<file path="config.mk">
export PLATFORM = sky130hd
export DESIGN_NAME = add_rc_controller_flat
export DESIGN_NICKNAME = d
export VERILOG_FILES = /design/src/rtl/add_rc_pkg.sv /design/src/rtl/add_rc_controller_if.sv /design/src/rtl/add_rc_controller.sv /design/src/flat_wrapper.sv
export SDC_FILE = /design/constraint.sdc
export NUM_CORES = 1
export LEC_CHECK = 0
export BUFFER_PORTS_ARGS = -buffer_cell sky130_fd_sc_hd__clkbuf_2
export CORE_AREA = 2 2 39 41
export CTS_CLUSTER_DIAMETER = 120
export DETAILED_ROUTE_END_ITERATION = 12
export DIE_AREA = 0 0 41 43
export HOLD_SLACK_MARGIN = 0.06
export PLACE_DENSITY_LB_ADDON = 0.2
export SETUP_SLACK_MARGIN = 0.15
export SKIP_CTS_REPAIR_TIMING = 1
export SLEW_MARGIN = 0
export SYNTH_ARGS = -nofsm -noshare
export SYNTH_HDL_FRONTEND = slang
export SYNTH_SLANG_ARGS = --single-unit
</file>
<file path="constraint.sdc">
create_clock -name clk -period 1.79 [get_ports clk]
set_clock_uncertainty 0.1 [all_clocks]
set_input_delay 0.0895 -clock clk [delete_from_list [all_inputs] [get_ports clk]]
set_output_delay 0.0895 -clock clk [all_outputs]
set_load 0.05 [all_outputs]
</file>
<file path="src/rtl/add_rc_pkg.sv">
`default_nettype none
// ============================================================================
// Module      : add_rc_pkg
// Description : Shared types and constants for the addRC round-constant pass.
//               Holds the controller state encoding and the datapath geometry.
// Revision    : 1.0 - initial release
// ============================================================================
package add_rc_pkg;

    localparam int NUM_SLICES = 64;   // slices per state pass
    localparam int SLICE_W    = 25;   // bits per slice (5x5 lanes)
    localparam int ROUND_W    = 5;    // width of the round index
    localparam int NUM_ROUNDS = 24;   // legal rounds are 0..NUM_ROUNDS-1

    typedef enum logic [2:0] {
        ST_IDLE  = 3'd0,
        ST_INIT  = 3'd1,
        ST_READ  = 3'd2,
        ST_LOAD  = 3'd3,
        ST_XOR   = 3'd4,
        ST_WRITE = 3'd5,
        ST_DONE  = 3'd6
    } state_t;

endpackage
`default_nettype wire

</file>
<file path="src/rtl/add_rc_controller_if.sv">
`default_nettype none
// ============================================================================
// Module      : add_rc_controller_if
// Description : Handshake and datapath-control bundle of the addRC controller.
//               master : host/datapath side (drives start, abort, round_idx,
//                        cnt_co_64; observes strobes and status)
//               slave  : controller side
// Ports       : start, abort, round_idx[4:0], cnt_co_64            (to ctrl)
//               cnt_rst_64, cnt_en_64, inreg_en, xor_en, mem_rd_en,
//               mem_wr_en, round_q[4:0], ready, busy, done, err  (from ctrl)
// Revision    : 1.0 - initial release
// ============================================================================
interface add_rc_controller_if;
    import add_rc_pkg::*;

    logic               start;
    logic               abort;
    logic [ROUND_W-1:0] round_idx;
    logic               cnt_co_64;

    logic               cnt_rst_64;
    logic               cnt_en_64;
    logic               inreg_en;
    logic               xor_en;
    logic               mem_rd_en;
    logic               mem_wr_en;
    logic [ROUND_W-1:0] round_q;
    logic               ready;
    logic               busy;
    logic               done;
    logic               err;

    modport master (
        output start, abort, round_idx, cnt_co_64,
        input  cnt_rst_64, cnt_en_64, inreg_en, xor_en, mem_rd_en, mem_wr_en,
        input  round_q, ready, busy, done, err
    );

    modport slave (
        input  start, abort, round_idx, cnt_co_64,
        output cnt_rst_64, cnt_en_64, inreg_en, xor_en, mem_rd_en, mem_wr_en,
        output round_q, ready, busy, done, err
    );

endinterface
`default_nettype wire

</file>
<file path="src/rtl/add_rc_controller.sv">
`default_nettype none
// ============================================================================
// Module      : add_rc_controller
// Description : Sequencer for one addRC pass over the state memory. Each slice
//               is walked READ -> LOAD -> XOR -> WRITE; the slice counter lives
//               in the datapath and reports its last slice on cnt_co_64.
// Ports       : clk        - rising-edge clock
//               rst        - synchronous active-high reset
//               bus        - add_rc_controller_if.slave (handshake + strobes)
// Revision    : 1.0 - initial release
// ============================================================================
module add_rc_controller
    import add_rc_pkg::*;
#(
    parameter int NUM_SLICES = add_rc_pkg::NUM_SLICES,
    parameter int NUM_ROUNDS = add_rc_pkg::NUM_ROUNDS
) (
    input  wire logic            clk,
    input  wire logic            rst,
    add_rc_controller_if.slave   bus
);

    // Round limit held one bit wider than the index so NUM_ROUNDS = 2**ROUND_W fits.
    localparam logic [ROUND_W:0] c_ROUND_LIMIT = NUM_ROUNDS[ROUND_W:0];

    if (NUM_SLICES < 1 || NUM_ROUNDS < 1 || NUM_ROUNDS > (1 << ROUND_W)) begin : g_param_check
        $error("add_rc_controller: NUM_SLICES/NUM_ROUNDS out of range");
    end

    state_t             r_state;
    state_t             w_state_nxt;
    logic [ROUND_W-1:0] r_round;
    logic               r_err;
    logic               w_round_legal;
    logic               w_accept;
    logic               w_reject;

    assign w_round_legal = ({1'b0, bus.round_idx} < c_ROUND_LIMIT);
    assign w_accept      = (r_state == ST_IDLE) && bus.start &&  w_round_legal;
    assign w_reject      = (r_state == ST_IDLE) && bus.start && !w_round_legal;

    always_ff @(posedge clk) begin
        if (rst) begin
            r_state <= ST_IDLE;
            r_round <= '0;
            r_err   <= 1'b0;
        end else begin
            r_state <= w_state_nxt;
            // err is a single-cycle pulse following a rejected start.
            r_err   <= w_reject;
            if (w_accept) begin
                r_round <= bus.round_idx;
            end
        end
    end

    always_comb begin
        w_state_nxt    = r_state;
        bus.cnt_rst_64 = 1'b0;
        bus.cnt_en_64  = 1'b0;
        bus.inreg_en   = 1'b0;
        bus.xor_en     = 1'b0;
        bus.mem_rd_en  = 1'b0;
        bus.mem_wr_en  = 1'b0;
        bus.ready      = 1'b0;
        bus.busy       = 1'b0;
        bus.done       = 1'b0;

        case (r_state)
            ST_IDLE: begin
                bus.ready = 1'b1;
                if (w_accept) begin
                    w_state_nxt = ST_INIT;
                end
            end
            ST_INIT: begin
                bus.cnt_rst_64 = 1'b1;
                w_state_nxt    = ST_READ;
            end
            ST_READ: begin
                bus.mem_rd_en = 1'b1;
                w_state_nxt   = ST_LOAD;
            end
            ST_LOAD: begin
                bus.inreg_en = 1'b1;
                w_state_nxt  = ST_XOR;
            end
            ST_XOR: begin
                bus.xor_en  = 1'b1;
                w_state_nxt = ST_WRITE;
            end
            ST_WRITE: begin
                bus.mem_wr_en = 1'b1;
                // Counter is left parked on the last slice when the pass ends.
                if (bus.cnt_co_64) begin
                    w_state_nxt = ST_DONE;
                end else begin
                    bus.cnt_en_64 = 1'b1;
                    w_state_nxt   = ST_READ;
                end
            end
            ST_DONE: begin
                bus.done    = 1'b1;
                w_state_nxt = ST_IDLE;
            end
            default: begin
                w_state_nxt = ST_IDLE;
            end
        endcase

        // Abort only redirects the next state; this cycle's strobes still go out.
        if (r_state != ST_IDLE) begin
            bus.busy = 1'b1;
            if (bus.abort) begin
                w_state_nxt = ST_IDLE;
            end
        end
    end

    assign bus.round_q = r_round;
    assign bus.err     = r_err;

endmodule
`default_nettype wire
</file>
<file path="src/flat_wrapper.sv">
// flat-port wrapper written by rule: the top's interface ports become plain ports
module add_rc_controller_flat import add_rc_pkg::*;
#(
    parameter int NUM_SLICES = add_rc_pkg::NUM_SLICES,
    parameter int NUM_ROUNDS = add_rc_pkg::NUM_ROUNDS
)
  (clk, rst, bus_start, bus_abort, bus_round_idx, bus_cnt_co_64, bus_cnt_rst_64, bus_cnt_en_64, bus_inreg_en, bus_xor_en, bus_mem_rd_en, bus_mem_wr_en, bus_round_q, bus_ready, bus_busy, bus_done, bus_err);
  add_rc_controller_if bus_i ();
  input  wire logic clk;
  input  wire logic rst;
  input wire logic [$bits(bus_i.start)-1:0] bus_start;
  input wire logic [$bits(bus_i.abort)-1:0] bus_abort;
  input wire logic [$bits(bus_i.round_idx)-1:0] bus_round_idx;
  input wire logic [$bits(bus_i.cnt_co_64)-1:0] bus_cnt_co_64;
  output wire logic [$bits(bus_i.cnt_rst_64)-1:0] bus_cnt_rst_64;
  output wire logic [$bits(bus_i.cnt_en_64)-1:0] bus_cnt_en_64;
  output wire logic [$bits(bus_i.inreg_en)-1:0] bus_inreg_en;
  output wire logic [$bits(bus_i.xor_en)-1:0] bus_xor_en;
  output wire logic [$bits(bus_i.mem_rd_en)-1:0] bus_mem_rd_en;
  output wire logic [$bits(bus_i.mem_wr_en)-1:0] bus_mem_wr_en;
  output wire logic [$bits(bus_i.round_q)-1:0] bus_round_q;
  output wire logic [$bits(bus_i.ready)-1:0] bus_ready;
  output wire logic [$bits(bus_i.busy)-1:0] bus_busy;
  output wire logic [$bits(bus_i.done)-1:0] bus_done;
  output wire logic [$bits(bus_i.err)-1:0] bus_err;
  assign bus_i.start = bus_start;
  assign bus_i.abort = bus_abort;
  assign bus_i.round_idx = bus_round_idx;
  assign bus_i.cnt_co_64 = bus_cnt_co_64;
  assign bus_cnt_rst_64 = bus_i.cnt_rst_64;
  assign bus_cnt_en_64 = bus_i.cnt_en_64;
  assign bus_inreg_en = bus_i.inreg_en;
  assign bus_xor_en = bus_i.xor_en;
  assign bus_mem_rd_en = bus_i.mem_rd_en;
  assign bus_mem_wr_en = bus_i.mem_wr_en;
  assign bus_round_q = bus_i.round_q;
  assign bus_ready = bus_i.ready;
  assign bus_busy = bus_i.busy;
  assign bus_done = bus_i.done;
  assign bus_err = bus_i.err;
  add_rc_controller #(.NUM_SLICES(NUM_SLICES), .NUM_ROUNDS(NUM_ROUNDS)) u_core (.clk(clk), .rst(rst), .bus(bus_i));
endmodule
</file>
# After elaboration in Yosys (flattened, before gate mapping)
# Index checks and enable logic that the tools add are counted.
# totals
reg_bits,9
in_bits,10
elab_cells,31
# op_classes
order_cmp,1
eq_ne,6
n_mux,15
n_reduce_logical,6
# op_table
cell,count
$pmux 3 s6,1
$mux 3,4
$mux 1,10
$eq 3x3->1 const B,3
$eq 3x2->1 const B,2
$lt 5x5->1 const B,1
$eq 3x1->1 const B,1
$logic_and 1x1->1,3
$logic_not 3->1,1
$reduce_bool 3->1,1
$logic_not 1->1,1

# Logic depth before layout (Yosys ltp)
# Gate-level depths: netlist of the first run.
# logic_depth
word_depth,7
ltp_mapped,5
ltp_nobuf,3

# Worst setup path after synthesis of the first run
# OpenSTA, ideal clock, no wires.
# synth_path
path_type,register to output
start,reg u_core.r_state[0]
end,out bus_busy
t_arrival_ns,2.201
slack_ns,-0.601
stages_incl_launch_ff,4
path_buffers,1
path_cell_list,dfxtp_1 -> clkbuf_1 -> nor3_1 -> inv_1
# synth_between
elab_chain_cells,2
# synth_rtl
element,line,text
"start, declared",add_rc_controller.sv:30,state_t r_state;
"start signal, assigned",add_rc_controller.sv:48,r_state <= w_state_nxt;
$reduce_bool 3->1,add_rc_controller.sv:112,if (r_state != ST_IDLE) begin
$mux 1,add_rc_controller.sv:112,
"end, declared",flat_wrapper.sv:23,output wire logic [$bits(bus_i.busy)-1:0] bus_busy;
# Every way passes these cells.

# Final worst setup path of the first run
# layout_path
start,reg u_core.r_state[1]
end,out bus_cnt_en_64
# layout_between
elab_chain_cells,2
# layout_rtl
element,line,text
$eq 3x3->1,add_rc_controller.sv:69,case (r_state)
$mux 1,add_rc_controller.sv:69,
"end, declared",flat_wrapper.sv:16,output wire logic [$bits(bus_i.cnt_en_64)-1:0] bus_cnt_en_64;
# Every way passes these cells.

==> results of run 1 <==
## state kept, by name, indices dropped and copies added, names as in the netlist
signal	flops
u_core.bus.round_q	5
u_core.r_state	3
u_core.bus.err	1
## routing by layer
metal	track usage (%)	vias to the layer above	wire length [µm]	part of all wire [%]
met4	8.00	0	10	0.92
li1	-	239	-	-
met5	0	-	0	0
met2	19.4	14	534	49
met1	16.6	211	461	43
met3	7.85	2	75	6.9
## critical path, stage by stage (launching register included)
cell     delay, ps
dfxtp_1        310
buf_4          170
inv_1           90
and3_2         190
nor2b_4        120
buf_2          250
## final timing paths
| path | depth (start not counted) | slack (ps) | endpoint |
|---|---|---|---|
| worst min register to register | 2 | 370 | u_core.bus.round_q[1] |
| worst max register to register | 3 | 340 | u_core.bus.round_q[2] |
| worst max-delay path | 5 | 220 | bus_cnt_en_64 |
| worst min-delay path | 3 | 50 | u_core.bus.err |
## power by group through the flow
stage	clock network [mW]	logic, mW	registers, mW
3_3_place_gp	0	0.133	0.220
6_report	0.158	0.142	0.216
2_1_floorplan	0	0.0727	0.249
4_1_cts	0.170	0.134	0.216
5_1_grt	0.172	0.152	0.218
3_5_place_dp	0	0.133	0.221
## cells by family (layout without fill, tap and decap cells)
| logic type | Yosys count | in the layout | synth area share, % |
|---|---|---|---|
| compound gates | 6 | 6 | 12.8 |
| xor+xnor | 1 | 1 | 1.91 |
| mux | 3 | 3 | 6.56 |
| simple gates | 25 | 25 | 30.3 |
| flops | 9 | 9 | 39.3 |
| buf+inv | 7 | 39 | 9.02 |
## metrics by stage
stage	setup WS (ps)	std cells
after floorplan	-61.2	51
after global placement	374	90
after detailed placement	339	90
after CTS	187	94
after global routing	151	99
final	221	99
## layout by cell type, fill, tap and decap left out, types with 2 or more instances in the layout
cell	n
dlygate4sd3_1	5
clkbuf_2	23
nor3_1	4
buf_4	3
nand2_1	8
dfxtp_1	9
inv_1	3
o221a_1	2
nor2_1	3
mux2i_1	3
nor3b_2	3
clkbuf_4	3
## layout make-up
class | count | area (µm²)
timing repair buffer | 32 | 193
multi-input combinational | 35 | 265
clock buffer | 4 | 26.3
sequential | 9 | 180
inverter | 3 | 11.3
tap | 16 | 20.0
fill | 135 | 688
==> results.py, run 1 <==
metrics = {
    "status": {
        "status": "completed",
    },
    "die": {
        "die-area_um2": 1760,
        "num_io_pins": 25,
        "die-width_um": 41,
        "coreArea_um2": 1380,
        "initial_utilization_pct": 33.1,
        "die_h_um": 43,
        "std_cell_rows": 14,
    },
    "routing": {
        "drc_errors": 0,
        "detail_route.first_pass.iterations": 4,
        "final_antenna_net_count": 0,
        "drt-total-wl_um": 1080,
        "avgViaCountPerCell": 4.71,
        "via_count": 466,
        "first_iter_violations": 4,
        "wire_per_inst_um": 10.9,
    },
    "yosys": {
        "synth_area_leader_cell": "dfxtp_1",
        "synth_top_area_share_pct": 39.3,
        "synth.net_count": 61,
        "yosysUniqueCellTypes": 20,
        "ys.flop_type": "dfxtp_1",
        "yosysSeqAreaShare_pct": 39.3,
        "yosys_warnings": 0,
        "syn_area_um2": 458,
        "synth_area_leaders": "dfxtp_1 (39%), mux2i_1 (6.6%), nand2_1 (6.6%)",
        "synth_seq_cells": 9,
        "async_flop_share_pct": 0,
        "synth_edf_count": 0,
        "synthTopCellsByCount": "dfxtp_1 (9), nand2_1 (8), nor3_1 (5)",
        "syn_area_per_cell_um2": 8.98,
        "synthCells": 51,
        "yosysMostFrequentCell": "dfxtp_1",
    },
    "finish": {
        "num_antenna_cells": 0,
        "final_area_um2": 696,
        "post_route_cells_drive_above_1_share_pct": 47.0,
        "fin_util_pct": 50.3,
        "syn_to_final_growth_pct": 51.9,
        "fin_nets": 94,
    },
    "pwr": {
        "power.density_nw_per_um2": 742,
        "peakVddDrop_uv": 408,
        "sequentialPowerShare_pct": 41.9,
        "p_int_uw": 345,
        "combPwrFrac_pct": 27.5,
        "pwr-share-clk_pct": 30.7,
        "power_leakage_nw": 0.341,
        "sw_frac_of_total_pct": 33.1,
        "total_power_uw": 516,
        "switchingPower_uw": 171,
    },
    "clocking": {
        "clk_pin_slew_ps": 60,
        "cts_tree": "yes",
        "cts.sink_count": 9,
        "root_buffer": "clkbuf_4",
        "h-tree-depth": 1,
        "cts_made_buffers": 3,
        "worstSkewPairLatency_ps": 260,
        "clockBufferDepth": 2,
    },
    "global_route": {
        "antenna_found_initial": 0,
        "grt_max_degree": 11,
        "first_global_vias": 404,
        "grt.total_usage_pct": 14.1,
        "grt_pass1_wl_um": 1600,
        "gr-total-overflow": 0,
    },
    "setup_path": {
        "start_kind": "flop",
        "critPathMaxFanout": 9,
        "end_kind": "primary output",
        "required_ps": 1600,
        "criticalPathCategory": "flop to primary output",
        "r2r-start": "u_core.r_state[0]",
        "startpoint": "u_core.r_state[1]",
        "cp_data_arrival_time_ps": 1380,
    },
    "sta": {
        "fmax_mhz": 637,
        "slew_violations": 0,
        "fin_crit_ps": 1570,
        "fin_hold_ws_ps": 50.3,
        "tns_ps": 0,
        "rsz0062_at_grt": "no",
        "finalHoldViolCount": 0,
        "setup_viol": 0,
        "relSlewSlack_pct": 81.5,
        "fin_crit_sh_pct": 87.7,
        "worstMarginPinSlew_ps": 279,
    },
    "place": {
        "place_area_um2": 619,
        "io_buffers": 24,
        "gp_congestion": 0.685,
        "dp_hpwl_um": 758,
    },
    "flow_run": {
        "maxCapViolations": 0,
    },
    "min_path": {
        "hold_class": "input pin to flop",
        "hp-start": "bus_round_idx[3]",
    },
}
(Power assumes the default switching activity.)
==> inputs of run 2 (changes only) <==
BUFFER_PORTS_ARGS = -buffer_cell sky130_fd_sc_hd__buf_2   (was -buffer_cell sky130_fd_sc_hd__clkbuf_2)
==> run 2 against run 1 <==
  * First-iteration DRC count is 75% higher
  * Non-clock buffer count stayed put
  * Clock-buffer cell count is the same
  * Sequential cell count stayed put
  * Global-route usage increased by 0.37 points
  * Largest power group unchanged
==> results.py, run 2 (synthesis gave the netlist of run 1 again) <==
metrics = {
    "setup_path": {
        "critPathMaxFanout": 9,
        "start_kind": "flop",
        "rr_endpoint": "u_core.bus.round_q[1]",
        "r2r_setup_slack_ps": 350,
        "r2r-start": "u_core.r_state[0]",
        "path_cells": "buf_6 -> inv_1 -> and3_2 -> nor2b_4 -> clkbuf_4",
        "criticalPathCategory": "flop to primary output",
        "rr_worst_depth": 3,
        "max_stage_delay_ps": 350,
        "slowest_stage": "dfxtp_1",
        "cp_data_arrival_time_ps": 1340,
        "end_kind": "primary output",
        "required_ps": 1600,
    },
    "global_route": {
        "grt.total_usage_pct": 14.5,
        "grt_pass1_wl_um": 1690,
        "gr-total-overflow": 0,
        "first_global_vias": 406,
        "grt_max_degree": 11,
        "antenna_found_initial": 0,
    },
    "clocking": {
        "cts_made_buffers": 3,
        "root_buffer": "clkbuf_4",
        "clockBufferDepth": 2,
        "clk_pin_slew_ps": 70,
        "h-tree-depth": 1,
        "cts_tree": "yes",
        "worstSkewPairLatency_ps": 260,
        "cts.sink_count": 9,
    },
    "routing": {
        "first_iter_violations": 7,
        "avgViaCountPerCell": 4.66,
        "drt-met1-wl_um": 473,
        "routed.top_layer": "met3",
        "final_antenna_net_count": 0,
        "detail_route.first_pass.iterations": 4,
        "dr_wl_met2_um": 519,
        "wire_per_inst_um": 10.5,
        "drc_errors": 0,
        "routed-wl-met3_um": 50,
        "via_count": 461,
        "drt-total-wl_um": 1040,
    },
    "place": {
        "gp_congestion": 0.685,
        "place_area_um2": 619,
        "io_buffers": 24,
        "dp_hpwl_um": 771,
    },
    "finish": {
        "fin_nets": 94,
        "post_route_cells_drive_above_1_share_pct": 47.0,
        "syn_to_final_growth_pct": 53.3,
        "largest_register_ffs": 5,
        "final_area_um2": 702,
        "num_antenna_cells": 0,
        "fin_util_pct": 50.7,
        "mostFrequentLayoutCells": "buf_2 (23), dfxtp_1 (9), nand2_1 (8), dlygate4sd3_1 (5)",
        "mostFrequentLayoutCell": "buf_2",
    },
    "pwr": {
        "total_power_uw": 514,
        "peakVddDrop_uv": 298,
        "power.density_nw_per_um2": 732,
        "power_leakage_nw": 0.348,
    },
    "sta": {
        "fin_crit_ps": 1530,
        "setup_viol": 0,
        "worstMarginPinSlew_ps": 251,
        "fin_crit_sh_pct": 85.4,
        "tns_ps": 0,
        "relSlewSlack_pct": 83.4,
        "slew_violations": 0,
        "rsz0062_at_grt": "no",
        "fmax_mhz": 654,
        "finalHoldViolCount": 0,
    },
    "min_path": {
        "hp-start": "bus_round_idx[3]",
        "hold_path_depth": 3,
        "hold_class": "input pin to flop",
        "holdPathEnd": "u_core.bus.err",
    },
    "die": {
        "die_h_um": 43,
        "num_io_pins": 25,
        "die-area_um2": 1760,
        "initial_utilization_pct": 33.1,
        "die-width_um": 41,
        "coreArea_um2": 1380,
        "std_cell_rows": 14,
    },
    "flow_run": {
        "maxCapViolations": 0,
    },
    "status": {
        "status": "completed",
    },
}
## run 2: metal layers
| metal | vias to the layer above | global-route usage [%] |
|---|---|---|
| met5 | - | 0 |
| met4 | 0 | 10.0 |
| met3 | 0 | 4.71 |
| met2 | 12 | 19.4 |
| met1 | 208 | 18.8 |
| li1 | 241 | - |
## run 2: critical path, delay by kind of cell (launching register included)
family	cells	cell delay, ps
flip-flops	1	350
AND/OR/NAND/NOR	2	320
buffers and inverters	3	420
## run 2: stage by stage
stage,worst slack [ps],hold slack (ps),instances
3_3_place_gp,373,199,90
4_1_cts,205,-85.1,94
2_1_floorplan,-61.2,66.3,51
6_report,262,51.1,99
3_5_place_dp,367,193,90
5_1_grt,173,72.5,99
## run 2: cell type report
cell class,instances,area (µm²)
clock buffer,4,26.3
fill,141,682
inverter,3,11.3
multi-input combinational,35,265
sequential,9,180
tap,16,20.0
timing repair buffer,32,199
## run 2: worst max path at each step
stage | slack [ps] | from | end | cells after the start
global placement | 370 | u_core.r_state[0] | u_core.bus.round_q[1] | 3
floorplan | -60 | u_core.r_state[0] | bus_busy | 3
finish | 260 | u_core.r_state[1] | bus_cnt_en_64 | 5
global route | 170 | u_core.r_state[1] | bus_cnt_en_64 | 5
detailed placement | 370 | u_core.r_state[0] | u_core.bus.round_q[2] | 3
CTS | 210 | u_core.r_state[1] | bus_cnt_en_64 | 5
## run 2: power by group
part | total, mW | internal, mW | switching (mW) | leakage [nW]
logic | 0.142 | 0.0491 | 0.0931 | 0.260
registers | 0.216 | 0.211 | 0.00494 | 0.0736
clock network | 0.155 | 0.0857 | 0.0698 | 0.0150
total | 0.514 | 0.346 | 0.168 | 0.348
==> inputs of run 3 (changes only) <==
RECOVER_POWER = 50   (was unset)
==> run 3 against run 2 <==
  * Global-route usage stayed put
  * First-iteration DRC count unchanged
  * Hold slack better by 3.0 ps
  * Via count shrank 1.5%
  * Cell count stayed put
  * Core utilization is 1.2 points lower
  * Worst setup slack worse by 19 ps
  * Clock power about the same
  * Sequential power is essentially flat
  * Sequential cell count is the same
  * Routed wire length is 1.4% higher
  * Largest power group unchanged
==> results.py, run 3 (synthesis gave the netlist of run 1 again) <==
metrics = {
    "clocking": {
        "worstSkewPairLatency_ps": 260,
        "cts_tree": "yes",
        "h-tree-depth": 1,
        "cts.sink_count": 9,
        "cts_made_buffers": 3,
        "clk_pin_slew_ps": 70,
        "clockBufferDepth": 2,
        "root_buffer": "clkbuf_4",
    },
    "routing": {
        "final_antenna_net_count": 0,
        "drc_errors": 0,
        "first_iter_violations": 7,
        "drt-total-wl_um": 1060,
        "detail_route.first_pass.iterations": 3,
        "via_count": 454,
        "avgViaCountPerCell": 4.59,
        "wire_per_inst_um": 10.7,
    },
    "setup_path": {
        "critPathBufInv": 0,
        "end_kind": "flop",
        "r2r-start": "u_core.r_state[1]",
        "slowest_stage": "or4b_1",
        "r2r_setup_slack_ps": 240,
        "required_ps": 1870,
        "criticalPathCategory": "flop to flop",
        "path_cells": "or4b_1 -> a21oi_4 -> mux2i_1",
        "critPathMaxFanout": 6,
        "max_stage_delay_ps": 640,
        "rr_worst_depth": 3,
        "start_kind": "flop",
        "rr_endpoint": "u_core.bus.round_q[1]",
        "crit_family": "simple AND/OR/NAND/NOR gates",
        "cp_data_arrival_time_ps": 1630,
    },
    "place": {
        "io_buffers": 24,
        "place_area_um2": 619,
        "gp_congestion": 0.685,
        "dp_hpwl_um": 771,
    },
    "sta": {
        "finalHoldViolCount": 0,
        "slew_violations": 0,
        "rsz0062_at_grt": "no",
        "relSlewSlack_pct": 60.7,
        "worstMarginPinSlew_ps": 592,
        "setup_viol": 0,
        "fin_crit_ps": 1550,
        "fin_crit_sh_pct": 86.4,
        "fmax_mhz": 646,
        "fin_hold_ws_ps": 54.1,
    },
    "finish": {
        "final_area_um2": 686,
        "post_route_cells_drive_above_1_share_pct": 37.3,
        "mostFrequentLayoutCells": "buf_2 (17), dfxtp_1 (9), nand2_1 (8), clkbuf_1 (7), dlygate4sd3_1 (5)",
        "largest_register_ffs": 5,
        "multi_input_area_um2": 256,
        "syn_to_final_growth_pct": 49.7,
        "regArea_um2": 180,
        "n_fill_cell": 149,
        "mostFrequentLayoutCell": "buf_2",
        "fin_nets": 94,
        "num_antenna_cells": 0,
    },
    "global_route": {
        "grt_pass1_wl_um": 1690,
        "grt_max_degree": 11,
        "antenna_found_initial": 0,
        "first_global_vias": 406,
        "grt.total_usage_pct": 14.5,
        "gr-total-overflow": 0,
    },
    "min_path": {
        "hold_path_depth": 3,
        "hp-start": "bus_round_idx[3]",
        "hold_class": "input pin to flop",
        "holdPathEnd": "u_core.bus.err",
    },
    "die": {
        "initial_utilization_pct": 33.1,
        "coreArea_um2": 1380,
        "die_h_um": 43,
        "die-area_um2": 1760,
        "std_cell_rows": 14,
        "num_io_pins": 25,
        "die-width_um": 41,
    },
    "status": {
        "status": "completed",
    },
    "pwr": {
        "peakVddDrop_uv": 296,
        "total_power_uw": 509,
        "power_leakage_nw": 0.319,
        "power.density_nw_per_um2": 742,
    },
    "flow_run": {
        "maxCapViolations": 0,
    },
}
-- run 3: final cells by class --
class | instances | area share [%]
Multi-Input combinational cell | 35 | 37.4
Timing Repair Buffer | 32 | 27.9
Sequential cell | 9 | 26.3
Clock buffer | 4 | 3.83
Tap cell | 16 | 2.92
Inverter | 3 | 1.64
-- run 3: worst max-delay path by stage --
stage                            startpoint  slack, ps  cells past startpoint                     to
final                     u_core.r_state[1]        240                      3  u_core.bus.round_q[1]
after global routing      u_core.r_state[1]        160                      3  u_core.bus.round_q[1]
after floorplan           u_core.r_state[0]        -60                      3               bus_busy
after detailed placement  u_core.r_state[0]        370                      3  u_core.bus.round_q[2]
after CTS                 u_core.r_state[1]        210                      5          bus_cnt_en_64
after global placement    u_core.r_state[0]        370                      3  u_core.bus.round_q[1]
-- run 3: report_power, final --
group / internal (mW) / switching, mW
Sequential: 0.211 / 0.00530
Clock: 0.0857 / 0.0691
Combinational: 0.0448 / 0.0929
-- run 3: metrics by stage --
step	std cells	utilization (%)	setup WS [ps]	setup TNS [ps]
floorplan	51	-	-61.2	-61.2
global placement	90	44.8	373	0
detailed placement	90	44.8	367	0
CTS	94	46.7	205	0
global route	99	49.5	158	0
finish	99	49.5	243	0
-- run 3: routing by layer --
layer	track usage, %	part of all wire (%)
met1	18.8	47
met2	19.4	48
met4	10.0	0
met3	4.71	4.8
met5	0	0
-- run 3: worst min-delay path: stages --
cell,delay [ps]
buf_2,130
nand2_1,90
nor3_1,50
